### src/rtl/cube_scan_sequencer_if.sv
// Bus bundle for the LED-cube scan sequencer.
// slave  : the sequencer side (takes frame writes and control, drives the scan outputs).
// master : the host/bench side.
// Signals: enable, wr_en, wr_layer[2:0], wr_data[63:0], swap_req (host -> sequencer)
//          swap_ack, frame_done, sr_data, sr_clk, sr_latch, sr_oe_n,
//          layer_en[7:0], busy (sequencer -> host)
interface cube_scan_sequencer_if;
  logic        enable;
  logic        wr_en;
  logic [2:0]  wr_layer;
  logic [63:0] wr_data;
  logic        swap_req;
  logic        swap_ack;
  logic        frame_done;
  logic        sr_data;
  logic        sr_clk;
  logic        sr_latch;
  logic        sr_oe_n;
  logic [7:0]  layer_en;
  logic        busy;

  modport slave (
    input  enable, wr_en, wr_layer, wr_data, swap_req,
    output swap_ack, frame_done, sr_data, sr_clk, sr_latch, sr_oe_n, layer_en, busy
  );

  modport master (
    output enable, wr_en, wr_layer, wr_data, swap_req,
    input  swap_ack, frame_done, sr_data, sr_clk, sr_latch, sr_oe_n, layer_en, busy
  );
endinterface

### src/rtl/cube_scan_sequencer.sv
// Layer-multiplexing scan controller for an 8x8x8 LED cube.
// Holds a double-buffered frame (2 banks x 8 layers x 64 columns), shifts each
// layer's columns MSB-first into the external column shift-register chain, then
// blanks, latches and lights that layer. Bank swaps only happen at frame end.
// Ports:
//   i_clk   : system clock
//   i_reset : asynchronous active-high reset
//   io_bus  : cube_scan_sequencer_if.slave (writes, swap request, scan outputs)
module cube_scan_sequencer #(
  parameter int unsigned CLK_DIV      = 2,
  parameter int unsigned BLANK_CYCLES = 16,
  parameter int unsigned ON_CYCLES    = 5000
) (
  input  logic                 i_clk,
  input  logic                 i_reset,
  cube_scan_sequencer_if.slave io_bus
);

  localparam int unsigned DATA_W   = 64;
  localparam int unsigned N_LAYERS = 8;
  localparam int unsigned LAYER_W  = 3;
  localparam int unsigned BIT_W    = 7;
  localparam int unsigned PERIOD   = 2 * CLK_DIV;
  localparam int unsigned MAX_OB   = (ON_CYCLES > BLANK_CYCLES) ? ON_CYCLES : BLANK_CYCLES;
  localparam int unsigned CNT_MAX  = (MAX_OB > PERIOD) ? MAX_OB : PERIOD;
  localparam int unsigned CNT_W    = $clog2(CNT_MAX + 1);

  localparam logic [CNT_W-1:0] CNT_RISE      = CNT_W'(CLK_DIV - 1);
  localparam logic [CNT_W-1:0] CNT_BIT_END   = CNT_W'(PERIOD - 1);
  localparam logic [CNT_W-1:0] CNT_BLANK_END = CNT_W'(BLANK_CYCLES - 1);
  localparam logic [CNT_W-1:0] CNT_ON_END    = CNT_W'(ON_CYCLES - 1);
  localparam logic [CNT_W-1:0] CNT_ON_PRE    = CNT_W'((ON_CYCLES >= 2) ? (ON_CYCLES - 2) : 0);
  localparam logic [BIT_W-1:0] BIT_LAST      = BIT_W'(DATA_W - 1);
  localparam logic [LAYER_W-1:0] LAYER_LAST  = LAYER_W'(N_LAYERS - 1);

  typedef enum logic [2:0] {
    S_IDLE, S_LOAD, S_SHIFT, S_BLANK, S_LATCH, S_ON
  } state_t;

  state_t               r_state;
  logic [LAYER_W-1:0]   r_layer;
  logic                 r_bank_sel;
  logic                 r_swap_pend;
  logic [DATA_W-1:0]    r_shreg;
  logic [BIT_W-1:0]     r_bit_cnt;
  logic [CNT_W-1:0]     r_cnt;
  logic                 r_sr_data;
  logic                 r_sr_clk;
  logic                 r_sr_latch;
  logic                 r_sr_oe_n;
  logic [N_LAYERS-1:0]  r_layer_en;
  logic                 r_swap_ack;
  logic                 r_frame_done;
  logic                 r_busy;
  logic [DATA_W-1:0]    r_mem [2][N_LAYERS];

  logic                 w_last_layer;
  logic                 w_pend;

  assign w_last_layer = (r_layer == LAYER_LAST);
  // A request arriving in the cycle the pulses are armed still makes this frame.
  assign w_pend       = r_swap_pend | io_bus.swap_req;

  // Frame store: writes always target the back bank; not reset.
  always_ff @(posedge i_clk) begin
    if (io_bus.wr_en) begin
      r_mem[~r_bank_sel][io_bus.wr_layer] <= io_bus.wr_data;
    end
  end

  // Scan sequencer. frame_done/swap_ack are armed one cycle early so they are
  // high during layer 7's last ON cycle, the same cycle whose closing edge swaps.
  always_ff @(posedge i_clk or posedge i_reset) begin
    if (i_reset) begin
      r_state      <= S_IDLE;
      r_layer      <= '0;
      r_bank_sel   <= 1'b0;
      r_swap_pend  <= 1'b0;
      r_shreg      <= '0;
      r_bit_cnt    <= '0;
      r_cnt        <= '0;
      r_sr_data    <= 1'b0;
      r_sr_clk     <= 1'b0;
      r_sr_latch   <= 1'b0;
      r_sr_oe_n    <= 1'b1;
      r_layer_en   <= '0;
      r_swap_ack   <= 1'b0;
      r_frame_done <= 1'b0;
      r_busy       <= 1'b0;
    end else begin
      if (io_bus.swap_req) r_swap_pend <= 1'b1;

      case (r_state)
        S_IDLE: begin
          r_layer    <= '0;
          r_layer_en <= '0;
          r_sr_oe_n  <= 1'b1;
          r_sr_clk   <= 1'b0;
          r_sr_data  <= 1'b0;
          if (io_bus.enable) begin
            r_state <= S_LOAD;
            r_busy  <= 1'b1;
          end
        end

        S_LOAD: begin
          r_shreg   <= r_mem[r_bank_sel][r_layer];
          r_sr_data <= r_mem[r_bank_sel][r_layer][DATA_W-1];
          r_sr_clk  <= 1'b0;
          r_bit_cnt <= '0;
          r_cnt     <= '0;
          r_state   <= S_SHIFT;
        end

        // Each bit: CLK_DIV cycles low (data settles), CLK_DIV cycles high.
        S_SHIFT: begin
          if (r_cnt == CNT_BIT_END) begin
            r_cnt     <= '0;
            r_sr_clk  <= 1'b0;
            r_shreg   <= {r_shreg[DATA_W-2:0], 1'b0};
            r_sr_data <= r_shreg[DATA_W-2];
            if (r_bit_cnt == BIT_LAST) begin
              r_state    <= S_BLANK;
              r_sr_data  <= 1'b0;
              r_layer_en <= '0;
              r_sr_oe_n  <= 1'b1;
            end else begin
              r_bit_cnt <= r_bit_cnt + BIT_W'(1);
            end
          end else begin
            if (r_cnt == CNT_RISE) r_sr_clk <= 1'b1;
            r_cnt <= r_cnt + CNT_W'(1);
          end
        end

        S_BLANK: begin
          if (r_cnt == CNT_BLANK_END) begin
            r_cnt      <= '0;
            r_sr_latch <= 1'b1;
            r_state    <= S_LATCH;
          end else begin
            r_cnt <= r_cnt + CNT_W'(1);
          end
        end

        S_LATCH: begin
          r_sr_latch <= 1'b0;
          r_layer_en <= N_LAYERS'(1) << r_layer;
          r_sr_oe_n  <= 1'b0;
          r_cnt      <= '0;
          r_state    <= S_ON;
          if (ON_CYCLES == 1 && w_last_layer) begin
            r_frame_done <= 1'b1;
            r_swap_ack   <= w_pend;
          end
        end

        S_ON: begin
          if (r_cnt == CNT_ON_END) begin
            r_cnt        <= '0;
            r_frame_done <= 1'b0;
            r_swap_ack   <= 1'b0;
            if (r_swap_ack) begin
              r_bank_sel  <= ~r_bank_sel;
              r_swap_pend <= io_bus.swap_req;
            end
            r_layer <= r_layer + LAYER_W'(1);
            if (io_bus.enable) begin
              r_state <= S_LOAD;
            end else begin
              r_state    <= S_IDLE;
              r_busy     <= 1'b0;
              r_layer    <= '0;
              r_layer_en <= '0;
              r_sr_oe_n  <= 1'b1;
            end
          end else begin
            r_cnt <= r_cnt + CNT_W'(1);
            if (r_cnt == CNT_ON_PRE && w_last_layer) begin
              r_frame_done <= 1'b1;
              r_swap_ack   <= w_pend;
            end
          end
        end

        default: r_state <= S_IDLE;
      endcase
    end
  end

  assign io_bus.sr_data    = r_sr_data;
  assign io_bus.sr_clk     = r_sr_clk;
  assign io_bus.sr_latch   = r_sr_latch;
  assign io_bus.sr_oe_n    = r_sr_oe_n;
  assign io_bus.layer_en   = r_layer_en;
  assign io_bus.swap_ack   = r_swap_ack;
  assign io_bus.frame_done = r_frame_done;
  assign io_bus.busy       = r_busy;

endmodule

### src/flat_wrapper.sv
// flat-port wrapper written by rule: the top's interface ports become plain ports
module cube_scan_sequencer_flat 
#(
  parameter int unsigned CLK_DIV      = 2,
  parameter int unsigned BLANK_CYCLES = 16,
  parameter int unsigned ON_CYCLES    = 5000
)
  (i_clk, i_reset, io_bus_enable, io_bus_wr_en, io_bus_wr_layer, io_bus_wr_data, io_bus_swap_req, io_bus_swap_ack, io_bus_frame_done, io_bus_sr_data, io_bus_sr_clk, io_bus_sr_latch, io_bus_sr_oe_n, io_bus_layer_en, io_bus_busy);
  cube_scan_sequencer_if io_bus_i ();
  input  logic i_clk;
  input  logic i_reset;
  input wire logic [$bits(io_bus_i.enable)-1:0] io_bus_enable;
  input wire logic [$bits(io_bus_i.wr_en)-1:0] io_bus_wr_en;
  input wire logic [$bits(io_bus_i.wr_layer)-1:0] io_bus_wr_layer;
  input wire logic [$bits(io_bus_i.wr_data)-1:0] io_bus_wr_data;
  input wire logic [$bits(io_bus_i.swap_req)-1:0] io_bus_swap_req;
  output wire logic [$bits(io_bus_i.swap_ack)-1:0] io_bus_swap_ack;
  output wire logic [$bits(io_bus_i.frame_done)-1:0] io_bus_frame_done;
  output wire logic [$bits(io_bus_i.sr_data)-1:0] io_bus_sr_data;
  output wire logic [$bits(io_bus_i.sr_clk)-1:0] io_bus_sr_clk;
  output wire logic [$bits(io_bus_i.sr_latch)-1:0] io_bus_sr_latch;
  output wire logic [$bits(io_bus_i.sr_oe_n)-1:0] io_bus_sr_oe_n;
  output wire logic [$bits(io_bus_i.layer_en)-1:0] io_bus_layer_en;
  output wire logic [$bits(io_bus_i.busy)-1:0] io_bus_busy;
  assign io_bus_i.enable = io_bus_enable;
  assign io_bus_i.wr_en = io_bus_wr_en;
  assign io_bus_i.wr_layer = io_bus_wr_layer;
  assign io_bus_i.wr_data = io_bus_wr_data;
  assign io_bus_i.swap_req = io_bus_swap_req;
  assign io_bus_swap_ack = io_bus_i.swap_ack;
  assign io_bus_frame_done = io_bus_i.frame_done;
  assign io_bus_sr_data = io_bus_i.sr_data;
  assign io_bus_sr_clk = io_bus_i.sr_clk;
  assign io_bus_sr_latch = io_bus_i.sr_latch;
  assign io_bus_sr_oe_n = io_bus_i.sr_oe_n;
  assign io_bus_layer_en = io_bus_i.layer_en;
  assign io_bus_busy = io_bus_i.busy;
  cube_scan_sequencer #(.CLK_DIV(CLK_DIV), .BLANK_CYCLES(BLANK_CYCLES), .ON_CYCLES(ON_CYCLES)) u_core (.i_clk(i_clk), .i_reset(i_reset), .io_bus(io_bus_i));
endmodule
### config.mk
export PLATFORM = sky130hd
export DESIGN_NAME = cube_scan_sequencer_flat
export DESIGN_NICKNAME = d
export VERILOG_FILES = /design/src/rtl/cube_scan_sequencer_if.sv /design/src/rtl/cube_scan_sequencer.sv /design/src/flat_wrapper.sv
export SDC_FILE = /design/constraint.sdc
export NUM_CORES = 1
export LEC_CHECK = 0
export CAP_MARGIN = 20
export CORE_MARGIN = 3
export CORE_UTILIZATION = 34
export CTS_CLUSTER_DIAMETER = 100
export DETAILED_ROUTE_END_ITERATION = 7
export PLACE_DENSITY = 0.46
export SYNTH_ARGS = -nofsm -noshare
export SYNTH_HDL_FRONTEND = slang
export SYNTH_SLANG_ARGS = --single-unit
export TNS_END_PERCENT = 100
### constraint.sdc
create_clock -name i_clk -period 17.97 [get_ports i_clk]
set_clock_uncertainty 0.2 [all_clocks]
set_input_delay 2.6955 -clock i_clk [delete_from_list [all_inputs] [get_ports i_clk]]
set_output_delay 2.6955 -clock i_clk [all_outputs]
set_load 0.1 [all_outputs]
-- After elaboration in Yosys (flattened, before gate mapping)
Memory sizes are Yosys's and may differ from the RTL's.
Cells that the tools add are included.
- add/sub/neg operators: 3
- order comparisons: 3
- equal/unequal tests: 20
- shifts and indexed selects: 1
- multiplexer cells: 56
- bitwise gates (word level): 4
- reduce and logical (&&, ||, !) cells: 24
- operators by type and width (operator ; count):
    512-bit two-way mux ; 1
    64-bit binary-select mux with 3-bit select ; 1
    64-bit demux with 3-bit select ; 1
    64-bit two-way mux ; 3
    63-bit one-hot mux with 2 select lines ; 1
    63-bit two-way mux ; 1
    13-bit one-hot mux with 4 select lines ; 1
    13-bit two-way mux ; 3
    8-bit two-way mux ; 4
    8-bit one-hot mux with 4 select lines ; 1
    13-bit == test (second input constant) ; 2
    1-bit two-way mux ; 22
    3-bit two-way mux ; 7
    3-bit one-hot mux with 6 select lines ; 1
    7-bit two-way mux ; 2
    7-bit one-hot mux with 2 select lines ; 1
    13-bit by 1-bit adder with 13-bit output (second input constant) ; 1
    13-bit by 1-bit == test with 1-bit output (second input constant) ; 1
    13-bit by 2-bit == test with 1-bit output (second input constant) ; 1
    13-bit by 4-bit == test with 1-bit output (second input constant) ; 1
    2-bit AND reduction ; 6
    5-bit AND reduction ; 2
    2-bit nonzero test ; 5
    3-bit == test (second input constant) ; 3
    other kinds (25) ; 39
- register bits after elaboration: 106
- RAM bits: 1024
- input port bits: 72
- output and inout port bits: 15
- word-level logic and storage cells: 127
- memories: 1
- memories (memory ; depth ; width ; rd ports ; clocked after Yosys merged registers in ; wr ports ; RTL line ; RTL):
    u_core.r_mem ; 2 ; 512 ; 1 ; 0 ; 1 ; cube_scan_sequencer.sv:55 ; logic [DATA_W-1:0] r_mem [2][N_LAYERS];

-- Logic depth before layout (Yosys ltp)
- depth in word-level cells: 6
- gate-level depth with buffers: 9
- mapped depth without buffers: 6

-- Least setup slack after synthesis
OpenSTA, ideal clock, no wires.
- path kind: input port to flip-flop
- from: input port io_bus_wr_layer[0]
- to: memory u_core.r_mem[1][448] in the netlist's numbering, enable pin
- library setup time: 565 ps
- arrival: 7537 ps
- data required time: 17205 ps
- slack: 9667 ps
- cell stages on the path: 2
- buffers on the path: 0
- cells stage by stage: or3b_2 -> nor3_1
- word-level cells in the longest chain between the ends: 6
- elaborated cells between the ends (all ways): 7
- RTL lines (element ; RTL line ; RTL):
    start: declaration ; flat_wrapper.sv:14 ; input wire logic [$bits(io_bus_i.wr_layer)-1:0] io_bus_wr_layer;
    3-bit inverter with 4-bit output (*) ; cube_scan_sequencer.sv:67 ; r_mem[~r_bank_sel][io_bus.wr_layer] <= io_bus.wr_data;
    4-bit >= comparator (not written as such) or 4-bit by 1-bit < comparator with 1-bit output (tied branches) ; cube_scan_sequencer.sv:67 ;
    1-bit logical AND (not written as such) ; cube_scan_sequencer.sv:67 ;
    64-bit two-way mux (not written as such) ; cube_scan_sequencer.sv:67 ;
    64-bit demux with 3-bit select (*) ; cube_scan_sequencer.sv:67 ;
    512-bit two-way mux (not written as such) (*) ; cube_scan_sequencer.sv:67 ;
    end: declaration ; cube_scan_sequencer.sv:55 ;
Mark *: on every way between the ends. The rest lies on a longest branch, timed or not.

-- Final worst setup path
- from: input port io_bus_wr_en
- to: memory u_core.r_mem[1][346] in the netlist's numbering, enable pin
- word-level cells in the longest chain between the ends: 2
- RTL lines (element ; RTL line ; RTL):
    start: declaration ; flat_wrapper.sv:13 ; input wire logic [$bits(io_bus_i.wr_en)-1:0] io_bus_wr_en;
    1-bit two-way mux ; cube_scan_sequencer.sv:66 ; if (io_bus.wr_en) begin
    512-bit two-way mux (not written as such) ; cube_scan_sequencer.sv:67 ;
No other way between the ends.

==> run_results.csv <==
group,metric,value,unit
outcome,status,"completed",
min_path,holdPathStages,1,
final_layout,syn_to_final_growth,15.5,%
worst_setup_path,worstSetupEndpointType,"flip-flop",
die,initial_core_util,0.344,
timing,slew_headroom,0.245,
placed_design,gp_congestion,0.771,
final_layout,drive_gt1_frac,0.225,
final_layout,final_cells,3871,
cts,htree_levels,3,
cts,clock_path_buffers,3,
route,drt-total-wl,104000,um
job,maxCapViolCount,0,
yosys,ys_async_sr_fraction,0.0938,
yosys,synth.top_cell.area_share,0.710,
worst_setup_path,cp_max_fo,42,
die,die_h,363,um
worst_setup_path,cp-start-kind,"input pin",
power,p_per_area,130,nW/um2
die,die-area,132000,um2
timing,max_freq,186,MHz
cts,cts_buffers,118,
die,core,126000,um2
route,wire_per_inst,26.8,um
die,die-width,363,um
yosys,yosys_most_used_dff,"edfxtp_1",
worst_setup_path,cp_num_cells,4,
cts,cts-root-buf,"clkbuf_16",
yosys,netlist_area,43300,um2
worst_setup_path,worstSetupPathType,"input pin to flip-flop",
route,first_pass_iters,5,
power,irDropWorstVdd,0.118,mV
timing,setup_viol,0,
timing,hold_viol,0,
timing,fin_crit_sh,0.300,
die,rows,130,
yosys,ys_ff_latch,1130,
grt,grt_pass1_wl,153000,um
route,vias_per_cell,5.26,
timing,grt_setup_unrepaired,"no",
cts,clkLatencyLatePin,0.70,ns
timing,worstMarginPinSlew,1.13,ns
route,drc_errors,0,
worst_setup_path,crit_family,"buffers and inverters",
yosys,yosys.area.top_type,"edfxtp_1",
route,drt_first_iter_violations,1650,
final_layout,fillers,11100,
min_path,hold_path_class,"flip-flop to flip-flop",
final_layout,final_area,50100,um2
worst_setup_path,critical_path_arrival,5.49,ns
cts,clkTransAtPathRegs,0.05,ns
die,pin_count,87,
cts,hold_buffers,0,
timing,finalSetupTns,0,ns
worst_setup_path,r2r_slack,13.55,ns
yosys,yosys-top-cells-area,"edfxtp_1 (71%), mux4_2 (13%), dfrtp_1 (6.1%)",
grt,antenna_found_initial,10,
grt,grt_overflow,0,
route,ant_nets,0,
worst_setup_path,worstRegToRegCells,6,
power,p_leak,16.1,nW
grt,grt_pass1_vias,21800,
placed_design,placed_cells,3639,
yosys,synth_nets,2058,
yosys,postSynthCellCount,1976,
placed_design,numPortBuffers,86,
grt,grt_max_degree,102,
worst_setup_path,crit_path_cell_trace,"clkdlybuf4s50_1 > or3b_2 > nor2_4 > buf_4",
timing,drv_slew,0,
yosys,syn_avg_cell_area,21.9,um2
final_layout,nets,2191,
worst_setup_path,crit_required,18.08,ns
placed_design,dpl.hpwl,54500,um
cts,tritoncts,"yes",
yosys,yosysWarnings,0,
yosys,ys_seq_area_frac,0.771,
placed_design,dpl-instance-area,46200,um2
worst_setup_path,critPathSlowestCell,"buf_4",
yosys,synth_edf_count,1024,
timing,finalCriticalPeriod,5.38,ns
cts,cts.sinks,1130,
route,vias,20300,
worst_setup_path,cp_slowest_stage_delay,0.79,ns
worst_setup_path,crit_buf_inv,2,
power,finalPower,6.49,mW
cts,cts_setup_buffers,0,
grt,grt_use_total,0.158,
cts,cts_resized,0,
yosys,ys_types,56,
[area by class of cell]
cell class,instances,area (um2),share of cell area
flip-flops and latches,1130,33400,0.667
inverters,12,55.1,0.00110
multi-input cells,725,9540,0.190
diodes,8,20.0,0.000400
well taps,1650,2060,0.0412
repair buffers,122,1160,0.0231
clock inverters,40,427,0.00852
clock buffers,184,3400,0.0679
[kinds of logic after synthesis]
group,Yosys count,synth area share
xor gates and xnor gates,14,0.00283
AOI/OAI and AO/OA,176,0.0313
adders and majority gates,10,0.00289
muxes,384,0.163
buffers and inverters,121,0.0124
DFF,1130,0.771
and+or+nand+nor,141,0.0172
[power breakdown]
| part | leakage (nW) | internal [mW] | switching (mW) | total (mW) |
|---|---|---|---|---|
| Clock | 1.86 | 1.40 | 0.994 | 2.39 |
| Combinational | 3.68 | 0.430 | 0.561 | 0.992 |
| Sequential | 10.6 | 2.99 | 0.118 | 3.11 |
| Total | 16.1 | 4.82 | 1.67 | 6.49 |
[worst reg2reg max path, delay by kind of cell (launching register included)]
kind / cells / cell delay, ns
buffers and inverters: 2 / 1.76
flip-flops: 1 / 1.05
multiplexers: 2 / 0.83
AO/OA/AOI/OAI: 2 / 0.44
[sequential cells by signal, indices dropped and copies added (netlist names), 3 cells and up]
| register | cells |
|---|---|
| u_core.r_state | 3 |
| u_core.r_shreg | 63 |
| u_core.r_cnt | 13 |
| u_core.io_bus.layer_en | 8 |
| u_core.r_bit_cnt | 7 |
| u_core.r_mem | 1024 |
| u_core.r_layer | 3 |
[final timing paths]
kind | startpoint | end
min | u_core.r_swap_pend | u_core.r_swap_pend
min in group asynchronous | i_reset | u_core.r_shreg[62]
min reg2reg | u_core.r_swap_pend | u_core.r_swap_pend
max reg2reg | u_core.r_layer[0] | u_core.r_shreg[13]
max in group asynchronous | i_reset | u_core.r_bank_sel
max | io_bus_wr_en | u_core.r_mem[1][346]
[metrics by stage]
stage,utilization,hold WS [ns],worst slack (ns)
2_1_floorplan,-,0.250,9.67
3_3_place_gp,0.367,0.265,11.83
3_5_place_dp,0.367,0.279,11.82
4_1_cts,0.397,0.292,12.57
5_1_grt,0.397,0.303,12.49
6_report,0.397,0.287,12.59
[cell usage after synthesis, drive strengths merged, types with 16 or more instances]
| master | n |
|---|---|
| edfxtp | 1024 |
| mux4 | 256 |
| mux2i | 128 |
| dfrtp | 105 |
| clkbuf | 63 |
| o22ai | 63 |
| a221o | 62 |
| buf | 45 |
| nor2 | 45 |
| nand2 | 24 |
| a21oi | 17 |
| nor3 | 16 |
[per-layer routing]
metal	track usage	up-vias	wire, um
met5	0	-	19
met4	0.0415	4	1730
met3	0.0280	133	5590
met2	0.259	500	50600
met1	0.220	11000	45900
li1	-	8663	-
[layout by cell type, fill, tap and decap left out, types with 13 or more instances in the layout]
cell type / n
a21oi_1: 16
a221o_1: 62
buf_4: 34
clkbuf_1: 47
clkbuf_16: 119
clkbuf_8: 18
clkdlybuf4s50_1: 86
clkinv_1: 16
dfrtp_1: 103
edfxtp_1: 1024
mux2i_1: 128
mux4_2: 256
nand2_1: 22
nand3_1: 14
nor2_1: 22
nor2_4: 13
o22ai_1: 63
Power figures use the tool's default switching activity.
